==> config.mk <==
export PLATFORM = sky130hd
export DESIGN_NAME = loopback_statii_scheduler
export DESIGN_NICKNAME = d
export VERILOG_FILES = /design/src/rtl/loopback_statii_scheduler.sv
export SDC_FILE = /design/constraint.sdc
export NUM_CORES = 1
export LEC_CHECK = 0
export ABC_AREA = 1
export CORE_ASPECT_RATIO = 0.7
export CORE_MARGIN = 2
export CORE_UTILIZATION = 45
export DETAILED_ROUTE_END_ITERATION = 16
export GPL_TIMING_DRIVEN = 1
export PLACE_DENSITY = 0.92
export SKIP_LAST_GASP = 1
export SYNTH_ARGS = -nofsm -noshare
export SYNTH_HDL_FRONTEND = slang
export SYNTH_SLANG_ARGS = --single-unit
==> constraint.sdc <==
create_clock -name user_clk -period 3.25 [get_ports user_clk]
set_input_delay 0.65 -clock user_clk [delete_from_list [all_inputs] [get_ports user_clk]]
set_output_delay 0.65 -clock user_clk [all_outputs]
set_load 0.005 [all_outputs]
==> src/rtl/loopback_statii_scheduler.sv <==
// loopback_statii_scheduler
//   Time-shares one 32-bit status word among N_SRC sources. Pending sources
//   are granted round-robin. Each captured word is tagged with a seen flag, a
//   3-bit sequence number and the source index. It is then held for at least
//   HOLD_CYCLES+1 cycles, so a slow poller on the far side of a clock crossing
//   always reads a coherent value. A freeze level blocks new grants.
//
// Ports
//   user_clk       clock (rising edge)
//   user_rst_n     asynchronous active-low reset
//   src_valid      per-source request, held until src_ack
//   src_data       packed payloads, source i at [i*DATA_W +: DATA_W]
//   src_ack        one-hot, one-cycle capture acknowledge (registered)
//   freeze         level; blocks new grants while high
//   user_data_out  {seen, seq[2:0], idx[3:0], payload[23:0]}
//   busy           high while a captured word is in its hold window
module loopback_statii_scheduler #(
  parameter int N_SRC       = 4,
  parameter int DATA_W      = 24,
  parameter int HOLD_CYCLES = 16
) (
  input  logic                    user_clk,
  input  logic                    user_rst_n,
  input  logic [N_SRC-1:0]        src_valid,
  input  logic [N_SRC*DATA_W-1:0] src_data,
  output logic [N_SRC-1:0]        src_ack,
  input  logic                    freeze,
  output logic [31:0]             user_data_out,
  output logic                    busy
);

  localparam logic [0:0] IDLE = 1'b0;
  localparam logic [0:0] HOLD = 1'b1;

  logic [0:0] state;
  logic [7:0] cnt;
  logic [3:0] last;
  logic [2:0] seq;

  // Requests and payloads widened to the full 16-source index space, so the
  // 4-bit grant index selects them without width games. Unused slots read 0.
  logic [15:0]       valid16;
  logic [15:0][23:0] pay;

  assign valid16 = 16'(src_valid);

  for (genvar i = 0; i < 16; i++) begin : g_pay
    if (i < N_SRC) begin : g_used
      assign pay[i] = 24'(src_data[i*DATA_W +: DATA_W]);
    end else begin : g_unused
      assign pay[i] = '0;
    end
  end

  // Round-robin search starting at last+1, wrapping modulo N_SRC. last is
  // always below N_SRC, so a single conditional subtract keeps the candidate
  // in range.
  logic       gnt_found;
  logic [3:0] gnt_idx;
  logic [4:0] sum;

  always_comb begin
    gnt_found = 1'b0;
    gnt_idx   = '0;
    sum       = '0;
    for (int k = 1; k <= N_SRC; k++) begin
      sum = {1'b0, last} + 5'(k);
      if (sum >= 5'(N_SRC)) sum = sum - 5'(N_SRC);
      if (!gnt_found && valid16[sum[3:0]]) begin
        gnt_found = 1'b1;
        gnt_idx   = sum[3:0];
      end
    end
  end

  always_ff @(posedge user_clk or negedge user_rst_n) begin
    if (!user_rst_n) begin
      state         <= IDLE;
      cnt           <= '0;
      last          <= 4'(N_SRC-1);
      seq           <= '0;
      user_data_out <= '0;
      src_ack       <= '0;
    end else begin
      src_ack <= '0;
      case (state)
        IDLE: begin
          if (!freeze && gnt_found) begin
            user_data_out <= {1'b1, seq + 3'd1, gnt_idx, pay[gnt_idx]};
            seq           <= seq + 3'd1;
            last          <= gnt_idx;
            cnt           <= 8'(HOLD_CYCLES-1);
            state         <= HOLD;
            src_ack       <= {{(N_SRC-1){1'b0}}, 1'b1} << gnt_idx;
          end
        end
        default: begin
          // The hold ends one edge after cnt reaches zero, giving HOLD_CYCLES
          // cycles in HOLD; requests and freeze are ignored meanwhile.
          if (cnt != 8'd0) cnt   <= cnt - 8'd1;
          else             state <= IDLE;
        end
      endcase
    end
  end

  assign busy = (state == HOLD);

endmodule

# Yosys cells after proc, flatten, opt, wreduce, memory -nomap -nowiden
# Cells that the tools add are included.
[classes]
n_addsub = 10
order_cmp = 9
n_eq_ne = 1
shifts = 1
n_mux = 30
bitwise_logic = 1
n_reduce_logical = 12
[op_table]
columns = ["op", "count"]
rows = [
  ["binary-select mux 24 bit (select 4 bit)", 1],
  ["2-to-1 mux 4 bit", 10],
  ["less-than comparator 4 x 5 -> 1 bit (second input constant)", 5],
  ["2-to-1 mux 24 bit", 1],
  ["2-to-1 mux 8 bit", 3],
  ["greater-or-equal comparator 5 x 3 -> 1 bit (second input constant)", 4],
  ["binary-select mux 1 bit (select 4 bit)", 4],
  ["subtractor 4 x 3 -> 4 bit (second input constant)", 4],
  ["2-to-1 mux 1 bit", 11],
  ["adder 4 x 2 -> 5 bit (second input constant)", 2],
  ["nonzero test 8 bit", 1],
  ["subtractor 8 x 1 -> 8 bit (second input constant)", 1],
  ["adder 4 x 1 -> 5 bit (second input constant)", 1],
  ["adder 4 x 3 -> 5 bit (second input constant)", 1],
  ["logical AND 1 bit", 4],
  ["zero test 1 bit", 4],
  ["AND reduction 2 bit", 2],
  ["<< shifter 1 x 4 -> 4 bit (first input constant)", 1],
  ["adder 3 x 1 -> 3 bit (second input constant)", 1],
  ["!= test 2 x 1 -> 1 bit (second input constant)", 1],
  ["nonzero test 2 bit", 1],
  ["NOT 1 bit", 1],
]
[word_totals]
register_bits = 52
output_inout_bits = 37
wordCells = 70

# Longest topological paths before layout
# Gate-level depths: netlist of the first run.
[logic_depth]
word_depth = 18
depth_mapped = 23

# Worst setup path after synthesis of the first run
# Ideal clock, no wire load.
[synth_timing]
path_type = "flip-flop to flip-flop"
start = "register last[1]"
end = "register user_data_out[16]"
setup_time_ns = 0.116
arrival_time_ns = 2.423
required_time_ns = 3.134
path_slack_ns = 0.711
stages_incl_launch_ff = 20
n_path_buf = 2
synth_period_minus_slack_ns = 2.539
cell_sequence = "dfstp_2 inv_1 ha_1 ha_1 nand2_1 nand2_1 inv_1 nand3_4 a21oi_2 inv_2 nand2_2 nand2_4 buf_6 buf_8 nand3_2 nand2_1 nand2_1 nand2_1 nand2_1 nand2_1"
[synth_between]
elab_chain_len = 17
elab_cells_between_ends = 42
classes_between = "add/sub: 8; order compare: 4; mux: 22; reduce/logical: 8"
[synth_rtl]
columns = ["element", "line_no", "text"]
rows = [
  ["start: declaration", "37", "logic [3:0] last;"],
  ["start signal: assignment", "80", "last <= 4'(N_SRC-1);"],
  ["start signal: assignment", "91", "last <= gnt_idx;"],
  ["adder 4 x 1 -> 5 bit", "67", "sum = {1'b0, last} + 5'(k);"],
  ["subtractor 4 x 3 -> 4 bit / greater-or-equal comparator 5 x 3 -> 1 bit (equally long branches)", "68", "if (sum >= 5'(N_SRC)) sum = sum - 5'(N_SRC);"],
  ["2-to-1 mux 4 bit", "68", ""],
  ["binary-select mux 1 bit (select 4 bit)", "69", "if (!gnt_found && valid16[sum[3:0]]) begin"],
  ["2-to-1 mux 1 bit (not written as such)", "69", ""],
  ["2-to-1 mux 1 bit", "69", ""],
  ["zero test 1 bit", "69", ""],
  ["logical AND 1 bit", "69", ""],
  ["2-to-1 mux 1 bit", "69", ""],
  ["zero test 1 bit", "69", ""],
  ["logical AND 1 bit", "69", ""],
  ["2-to-1 mux 1 bit", "69", ""],
  ["zero test 1 bit", "69", ""],
  ["logical AND 1 bit", "69", ""],
  ["2-to-1 mux 4 bit / 2-to-1 mux 1 bit (equally long branches)", "69", ""],
  ["binary-select mux 24 bit (select 4 bit) / logical AND 1 bit (equally long branches)", "89, 88", ""],
  ["2-to-1 mux 24 bit (not written as such) / AND reduction 2 bit (equally long branches)", "n/a", ""],
  ["end signal: assignment", "89", "user_data_out <= {1'b1, seq + 3'd1, gnt_idx, pay[gnt_idx]};"],
  ["end: declaration", "28", "output logic [31:0] user_data_out,"],
]
# Several ways; a longest one is shown, not always the timed one. The select of a mux whose other input is x is not followed.
# A chain may end at the register's enable or synchronous reset.

# Worst setup path in the final report of the first run
[layout_timing]
start = "register last[0]"
end = "register cnt[0]"
[layout_between]
elab_chain_len = 18
elab_cells_between_ends = 37
classes_between = "add/sub: 8; order compare: 4; mux: 16; reduce/logical: 9"
[layout_rtl]
columns = ["element", "line_no", "text"]
rows = [
  ["adder 4 x 1 -> 5 bit", "67", ""],
  ["subtractor 4 x 3 -> 4 bit / greater-or-equal comparator 5 x 3 -> 1 bit (equally long branches)", "68", ""],
  ["2-to-1 mux 4 bit", "68", ""],
  ["binary-select mux 1 bit (select 4 bit)", "69", ""],
  ["2-to-1 mux 1 bit (not written as such)", "69", ""],
  ["2-to-1 mux 1 bit", "69", ""],
  ["zero test 1 bit", "69", ""],
  ["logical AND 1 bit", "69", ""],
  ["(+2 left out)", "n/a", ""],
  ["logical AND 1 bit", "69", ""],
  ["2-to-1 mux 1 bit", "69", ""],
  ["zero test 1 bit", "69", ""],
  ["logical AND 1 bit", "69", ""],
  ["2-to-1 mux 1 bit (*)", "69", ""],
  ["logical AND 1 bit (*)", "88", "if (!freeze && gnt_found) begin"],
  ["nonzero test 2 bit (no line) (*)", "n/a", ""],
  ["AND reduction 2 bit (no line) (*)", "n/a", ""],
  ["end signal: assignment", "92", "cnt <= 8'(HOLD_CYCLES-1);"],
  ["end signal: assignment", "100", "if (cnt != 8'd0) cnt <= cnt - 8'd1;"],
  ["end: declaration", "36", "logic [7:0] cnt;"],
]
# Every way passes the cells marked *; elsewhere a longest branch is shown, timed or not. The select of a mux whose other input is x is not followed.

==> flow_metrics.tcl, run 1 <==
set metrics [dict create \
    status "finished clean" \
    yosysSeqAreaShare_pct 32.3 \
    finalMaxSlewViolations 0 \
    reg2reg_depth 16 \
    fin_skew_ps 5.98 \
    crit_path_frequent_cell "nand2_1" \
    gp_congestion 0.880 \
    finalNetCount 779 \
    worstPathArrival_ps 3140 \
    maxCapViolCount 0 \
    clk_latency_ps 290 \
    power_mw 1.34 \
    syn_nets 654 \
    multi_input_area_um2 2120 \
    worst-path-buf-inv 5 \
    post-place-ws_ps 258 \
    async_reset_ff_share_pct 100 \
    cts_buffers 5 \
    avgSynthCellArea_um2 6.80 \
    grt-ovfl-total 0 \
    post_cts_buffers 0 \
    synth_edf_count 0 \
    ir_drop_v 0.000201 \
    grt_pass1_vias 3552 \
    finalCritPeriodShare_pct 91.5 \
    coreArea_um2 7870 \
    fin_ws_ps 275 \
    holdPathStages 1 \
    slowest_delay_ps 550 \
    dieArea_um2 8840 \
    power.density_nw_per_um2 261 \
    yosys.area.top_type "dfrtp_1" \
    ys.flop_type "dfrtp_1" \
    place_area_um2 4970 \
    antenna_left 0 \
    drive_gt1_share_pct 9.06 \
    finalSetupViolCount 0 \
    routed_wl_um 10100 \
    antenna_found_initial 0 \
    synth-seq-cells 47 \
    cts_max_path_buffers 2 \
    hold_viol 0 \
    die_x_um 112 \
    wl_per_cell_um 13.3 \
    synth_top_area_share_pct 30.9 \
    route.detailed.drc 0 \
    cts_tree "built" \
    crit_chain "buf_4 > inv_6 > ha_1 > inv_1 > nand3_1 > nand2_1 > nor2_1 > nand2_1 > nand3_4 > inv_2 > a21oi_2 > nand2_2 > buf_4 > nand2_1 > o21ai_0 > o21ai_0" \
    crit_type "reg2reg" \
    area_delta_synth_final_pct 41.1 \
    die_h_um 79.3 \
    cts_root_buffer "clkbuf_16" \
    min_path_type "reg2reg" \
    seq_area_um2 1180 \
    avgViaCountPerCell 4.99 \
    grt_use_total_pct 22.8 \
    ys_top_cells_by_area "dfrtp_1, nand2_1, nand3_2" \
    start_util_pct 46.3 \
    layout_common_cells "nand2_1, clkdlybuf4s50_1, dfrtp_1, nand3_1, nand3_2" \
    antennaDiodeCount 0 \
    path_clk_slew_ps 60 \
    nFillCells 656 \
    cp_max_fo 36 \
    start_kind "register" \
    rsz0062_at_grt "false" \
    synth_cell_types 33 \
    critPathRequiredTime_ps 3410 \
    crit_path_end_kind "register" \
    worst_pin_slew_ps 1030 \
    drt_iter0_markers 220 \
    final.setup.tns_ps 0 \
    ioPinCount 140 \
    dr.pass1.iters 5 \
    fmax_mhz 336 \
    clock_sinks 47 \
    hold_ws_ps 472 \
    crit_family "buffers and inverters" \
    dp_hpwl_um 7480 \
    cts_hold_buf 0 \
    design_area_um2 5140 \
    vias 3805 \
    leakagePower_nw 2.67 \
    syn-instance-count 536 \
    rows 27 \
    slew_headroom_pct 31.5 \
    cp_slowest_cell "dfstp_2" \
    final_common_cell "nand2_1" \
    cp_num_cells 16 \
    h-tree-depth 2 \
    grt_max_degree 52 \
    grt_pass1_wl_um 16500 \
    synth_area_um2 3640 \
    ys_warn_count 0 \
    layout_min_cycle_time_ps 2970 \
    port_buffers 139 \
]
[metrics by stage]
| stage | utilization (%) | cells |
|---|---|---|
| 6_report | 65.3 | 763 |
| 5_1_grt | 65.3 | 763 |
| 4_1_cts | 65.3 | 763 |
| 3_5_place_dp | 63.2 | 755 |
| 3_3_place_gp | 63.2 | 755 |
| 2_1_floorplan | - | 536 |
[metal layers]
| metal | global-route usage [%] | wire (um) | vias to the layer above |
|---|---|---|---|
| met2 | 39.5 | 4890 | 148 |
| met1 | 29.9 | 4480 | 1731 |
| met4 | 4.32 | 72 | 0 |
| li1 | - | - | 1917 |
| met3 | 5.04 | 709 | 9 |
| met5 | 0 | 0 | - |
[worst paths after layout]
kind | from | endpoint | slack (ps)
setup / recovery | last[0] | cnt[0] | 280
setup reg to reg | last[0] | cnt[0] | 280
hold reg to reg | user_data_out[31] | user_data_out[31] | 470
hold / removal | user_data_out[31] | user_data_out[31] | 470
min in group asynchronous | user_rst_n | user_data_out[30] | 540
max in group asynchronous | user_rst_n | user_data_out[1] | 2070
[registers in the layout, indices dropped and copies added (netlist names)]
register       cells
cnt                8
src_ack            4
busy               1
user_data_out     32
last               2
[power by group]
group	internal [mW]	total [mW]	switching [mW]
Sequential	0.585	0.585	0
Clock	0.364	0.572	0.208
Combinational	0.126	0.185	0.0597
Total	1.07	1.34	0.268
[timing repair]
item | 4_1_cts | 5_1_grt
endpoints found under the hold margin | 0 | 0
resized for setup | 0 | 1
endpoints found under the setup margin | 0 | 15
[cells in the mapped netlist (3+ instances only)]
master and number:
nand2_1 299, dfrtp_1 45, nand3_1 41, nand3_2 21, inv_1 20, ha_1 15, nor2_1 11, buf_2 9
buf_4 8, buf_6 8, nand2_2 7, xor2_1 7, nor3_1 6, inv_2 5, o21ai_0 4, nand2_4 3
nand3_4 3, nand4_1 3
[logic make-up after synthesis]
logic type / Yosys count / share of synthesized area [%]
and+or+nand+nor: 396 / 48.6
buffers and inverters: 55 / 9.41
DFF: 47 / 32.3
adders and majority gates: 15 / 5.15
AOI/OAI and AO/OA: 14 / 2.34
xor gates and xnor gates: 9 / 2.16
[area by class of cell]
type	instances	area share (%)
tap	101	2.46
clock buffer	7	2.58
clock inverter	1	0.584
sequential	47	22.9
timing repair buffer	146	28.1
multi-input combinational	434	41.3
inverter	27	2.12
Power figures use the tool's default switching activity.
==> inputs of run 2 (changes only) <==
==> constraint.sdc (replaced) <==
create_clock -name user_clk -period 3.25 [get_ports user_clk]
set_input_delay 0.65 -clock user_clk [delete_from_list [all_inputs] [get_ports user_clk]]
set_output_delay 0.65 -clock user_clk [all_outputs]
set_load 0.1 [all_outputs]
==> run 2 against run 1 <==
Effect of this change:
- final cell count fell by 0.13%
- die area is the same
- highest routed layer unchanged
- fmax is 1.7% higher
==> flow_metrics.tcl, run 2 (synthesis results as in run 1) <==
set metrics [dict create \
    cts_root_buffer "clkbuf_16" \
    wl_per_cell_um 13.2 \
    regMostFlops "user_data_out" \
    power.density_nw_per_um2 258 \
    rows 27 \
    finalSetupViolCount 0 \
    route.detailed.drc 0 \
    largest_reg_flops 32 \
    gp_congestion 0.835 \
    cts_buffers 5 \
    final.setup.tns_ps 0 \
    layout_min_cycle_time_ps 2920 \
    drt_iter0_markers 194 \
    hold_ws_ps 477 \
    dr.pass1.iters 5 \
    avgViaCountPerCell 5.03 \
    die_x_um 112 \
    status "finished clean" \
    fin_skew_ps 4.70 \
    dp_hpwl_um 7570 \
    antenna_left 0 \
    finalNetCount 778 \
    routed_wl_um 10100 \
    h-tree-depth 2 \
    clk_latency_ps 290 \
    setup.reg_to_reg.worst_slack_ps 330 \
    power_mw 1.31 \
    cts_max_path_buffers 2 \
    grt-ovfl-total 0 \
    vias 3831 \
    ioPinCount 140 \
    grt_use_total_pct 22.7 \
    cts_hold_buf 0 \
    path_clk_slew_ps 60 \
    finalCritPeriodShare_pct 90.0 \
    ir_drop_v 0.000221 \
    maxCapViolCount 0 \
    largestRegisters "user_data_out: 32 flops, cnt: 8 flops, src_ack: 4 flops" \
    grt_pass1_vias 3527 \
    rsz0062_at_grt "false" \
    critPathRequiredTime_ps 3410 \
    die_h_um 79.3 \
    coreArea_um2 7870 \
    clock_sinks 47 \
    cts_tree "built" \
    layout_common_cells "nand2_1, clkdlybuf4s50_1, dfrtp_1, nand3_1, buf_4" \
    crit_type "reg2reg" \
    grt_pass1_wl_um 16300 \
    antenna_found_initial 0 \
    start_kind "register" \
    finalMaxSlewViolations 0 \
    grt_max_degree 52 \
    post_cts_buffers 0 \
    worst_pin_slew_ps 1010 \
    slew_headroom_pct 32.7 \
    area_delta_synth_final_pct 39.3 \
    leakagePower_nw 2.75 \
    min_path_type "reg2reg" \
    worstPathArrival_ps 3090 \
    fmax_mhz 342 \
    hold_viol 0 \
    cp_max_fo 36 \
    port_buffers 139 \
    drive_gt1_share_pct 14.8 \
    antennaDiodeCount 0 \
    dieArea_um2 8840 \
    crit_path_end_kind "register" \
    start_util_pct 46.3 \
    final_common_cell "nand2_1" \
]
==> run 2: cell count changes in the layout (fill, tap and decap cells not counted), sizes merged <==
cell,previous run,this run
clkinvlp,0,1
clkdlybuf4s50,138,101
bufinv,1,0
buf,8,44
==> run 2: metal layers <==
layer | up-vias | share of wire (%) | global-route usage (%)
li1 | 1914 | - | -
met1 | 1752 | 42 | 29.2
met2 | 151 | 49 | 38.9
met3 | 14 | 7.6 | 5.34
met4 | 0 | 1.4 | 5.56
met5 | - | 0 | 0
==> run 2: path summary, 6_finish.rpt <==
check | startpoint | endpoint | depth (start not counted)
setup / recovery | last[0] | cnt[0] | 17
hold / removal | user_data_out[31] | user_data_out[31] | 1
setup reg to reg | last[0] | cnt[0] | 17
hold reg to reg | user_data_out[31] | user_data_out[31] | 1
max in group asynchronous | user_rst_n | user_data_out[23] | 1
min in group asynchronous | user_rst_n | user_data_out[30] | 1
==> run 2: cell type report <==
cell class | instances | area (um2)
clock buffer | 7 | 153
fill | 681 | 2800
sequential | 47 | 1180
clock inverter | 1 | 7.51
inverter | 27 | 109
timing repair buffer | 145 | 1370
multi-input combinational | 434 | 2130
tap | 101 | 126
==> run 2: worst max-delay path, cell delays in order (launching register included) <==
cell	delay [ps]
dfstp_4	730
ha_1	210
inv_1	50
nand2_1	60
nand2_2	70
ha_1	280
inv_1	50
nand2_1	70
nand2_2	90
nand2_2	120
nand3_4	110
inv_2	90
a21oi_2	50
nand2_2	80
buf_6	270
nand2_1	210
o21ai_0	140
o21ai_0	110
==> run 2: repair_timing <==
action / in CTS / in global routing
endpoints found under the hold margin: 0 / 0
setup endpoints to repair: 0 / 6
resized for setup: 0 / 3
==> run 2: report_power, final <==
part,leakage [nW],internal [mW],switching (mW)
sequential,0.609,0.585,0
clock,0.0761,0.327,0.213
combinational,2.06,0.126,0.0599
total,2.75,1.04,0.273
==> run 2: through the flow <==
| step | utilization [%] | cells | instance area [um2] | worst slack [ps] |
|---|---|---|---|---|
| 2_1_floorplan | - | 536 | 3640 | 707 |
| 3_3_place_gp | 62.2 | 754 | 4900 | 360 |
| 3_5_place_dp | 62.2 | 754 | 4900 | 222 |
| 4_1_cts | 64.3 | 762 | 5060 | 184 |
| 5_1_grt | 64.5 | 762 | 5080 | 40.8 |
| 6_report | 64.5 | 762 | 5080 | 326 |
==> inputs of run 3 (changes only) <==
--- a/config.mk
+++ b/config.mk
@@ -6,6 +6,7 @@
 export NUM_CORES = 1
 export LEC_CHECK = 0
 export ABC_AREA = 1
+export CAP_MARGIN = 25
 export CORE_ASPECT_RATIO = 0.7
 export CORE_MARGIN = 2
 export CORE_UTILIZATION = 45
==> run 3 against run 2 <==
Effect of this change:
- core utilization increased by 0.25 points
- clock skew about the same
- sequential power about the same
- design area increased by 0.39%
==> flow_metrics.tcl, run 3 (synthesis results as in run 1) <==
set metrics [dict create \
    status "finished clean" \
    final_common_cell "nand2_1" \
    finalMaxSlewViolations 0 \
    cts_max_path_buffers 2 \
    clock_sinks 47 \
    met2WireLength_um 4910 \
    crit_type "reg2reg" \
    antenna_found_initial 0 \
    largest_reg_flops 32 \
    finalNetCount 779 \
    fmax_mhz 343 \
    coreArea_um2 7870 \
    drt_iter0_markers 159 \
    grt-ovfl-total 0 \
    fin_skew_ps 4.76 \
    die_x_um 112 \
    start_util_pct 46.3 \
    layout_common_cells "nand2_1, clkdlybuf4s50_1, dfrtp_1, nand3_1, buf_4" \
    grt_pass1_vias 3527 \
    worst-path-buf-inv 4 \
    port_buffers 139 \
    regMostFlops "user_data_out" \
    grt_pass1_wl_um 16300 \
    crit_chain "ha_1 > inv_1 > nand2_1 > nand2_2 > ha_1 > inv_1 > nand2_1 > nand2_2 > nand2_2 > nand3_4 > inv_2 > a21oi_2 > nand2_2 > buf_6 > nand2_1 > o21ai_0 > o21ai_0" \
    final.setup.tns_ps 0 \
    route.detailed.drc 0 \
    finalCritPeriodShare_pct 89.8 \
    dp_hpwl_um 7570 \
    start_kind "register" \
    cp_max_fo 36 \
    cts_tree "built" \
    maxCapViolCount 0 \
    reg2reg_depth 17 \
    power.density_nw_per_um2 259 \
    hold_ws_ps 249 \
    grt_max_degree 52 \
    slew_headroom_pct 75.6 \
    cp_slowest_cell "dfstp_4" \
    hold_viol 0 \
    routed_wl_um 10100 \
    dr.pass1.iters 6 \
    wl_met3_um 723 \
    area_delta_synth_final_pct 39.9 \
    path_clk_slew_ps 70 \
    routed.top_layer "met4" \
    dieArea_um2 8840 \
    ir_drop_v 0.000208 \
    critPathRequiredTime_ps 3410 \
    antenna_left 0 \
    gp_congestion 0.835 \
    reg2reg_to "cnt[0]" \
    rr_startpoint "last[0]" \
    m1WireLength_um 4370 \
    h-tree-depth 2 \
    cts_buffers 5 \
    ioPinCount 140 \
    clk_latency_ps 290 \
    rows 27 \
    crit_family "simple AND/OR/NAND/NOR gates" \
    antennaDiodeCount 0 \
    rsz0062_at_grt "false" \
    slowest_delay_ps 730 \
    grt_use_total_pct 22.7 \
    vias 3833 \
    worstPathArrival_ps 3080 \
    leakagePower_nw 2.76 \
    drive_gt1_share_pct 15.0 \
    wl_per_cell_um 13.3 \
    largestRegisters "user_data_out: 32 flops, cnt: 8 flops, src_ack: 4 flops" \
    finalSetupViolCount 0 \
    avgViaCountPerCell 5.02 \
    worst_pin_slew_ps 366 \
    layout_min_cycle_time_ps 2920 \
    cts_root_buffer "clkbuf_16" \
    die_h_um 79.3 \
    crit_path_frequent_cell "nand2_2" \
    setup.reg_to_reg.worst_slack_ps 330 \
    fin_util_pct 64.7 \
    min_path_type "in2async" \
    crit_path_end_kind "register" \
]
## run 3: worst max-delay path by stage
stage,end,slack (ps),start,cells past startpoint
3_3_place_gp,cnt[0],360,last[0],17
5_1_grt,user_data_out[14],40,last[0],21
3_5_place_dp,cnt[0],220,last[0],17
4_1_cts,cnt[0],180,last[0],17
6_report,cnt[0],330,last[0],17
2_1_floorplan,user_data_out[16],710,last[1],19
## run 3: per-stage QoR
stage,total power [mW],std cells,cell area [um2],setup slack (ps)
final,1.32,763,5100,331
after global routing,1.36,763,5100,40.8
after CTS,1.32,762,5060,184
after detailed placement,0.782,754,4900,222
after global placement,0.778,754,4900,360
after floorplan,0.637,536,3640,707
## run 3: what timing repair did
action / 4_1_cts / 5_1_grt
endpoints found under the setup margin: 0 / 6
resized for setup: 0 / 3
hold buffers: 0 / 0
buffers inserted: 0 / 0
## run 3: cell type report
type / instances / area, um2
multi-input combinational: 434 / 2130
clock buffer: 7 / 153
fill: 679 / 2780
clock inverter: 1 / 7.51
inverter: 27 / 109
tap: 101 / 126
sequential: 47 / 1180
timing repair buffer: 146 / 1390
## run 3: report_power, final
| part | total (mW) | internal (mW) | switching [mW] |
|---|---|---|---|
| clock | 0.544 | 0.327 | 0.217 |
| combinational | 0.189 | 0.128 | 0.0605 |
| sequential | 0.585 | 0.585 | 0 |
## run 3: metal layers
| layer | vias to the layer above | global-route usage [%] |
|---|---|---|
| met5 | - | 0 |
| met4 | 0 | 5.56 |
| met3 | 14 | 5.34 |
| met2 | 140 | 38.9 |
| met1 | 1763 | 29.2 |
| li1 | 1916 | - |
## run 3: worst register-to-register path: stages (launching register included)
cell	delay (ps)
dfstp_4	730
ha_1	210
inv_1	50
nand2_1	60
nand2_2	70
ha_1	280
inv_1	50
nand2_1	70
nand2_2	90
nand2_2	120
nand3_4	110
inv_2	90
a21oi_2	60
nand2_2	80
buf_6	270
nand2_1	230
o21ai_0	140
o21ai_0	110
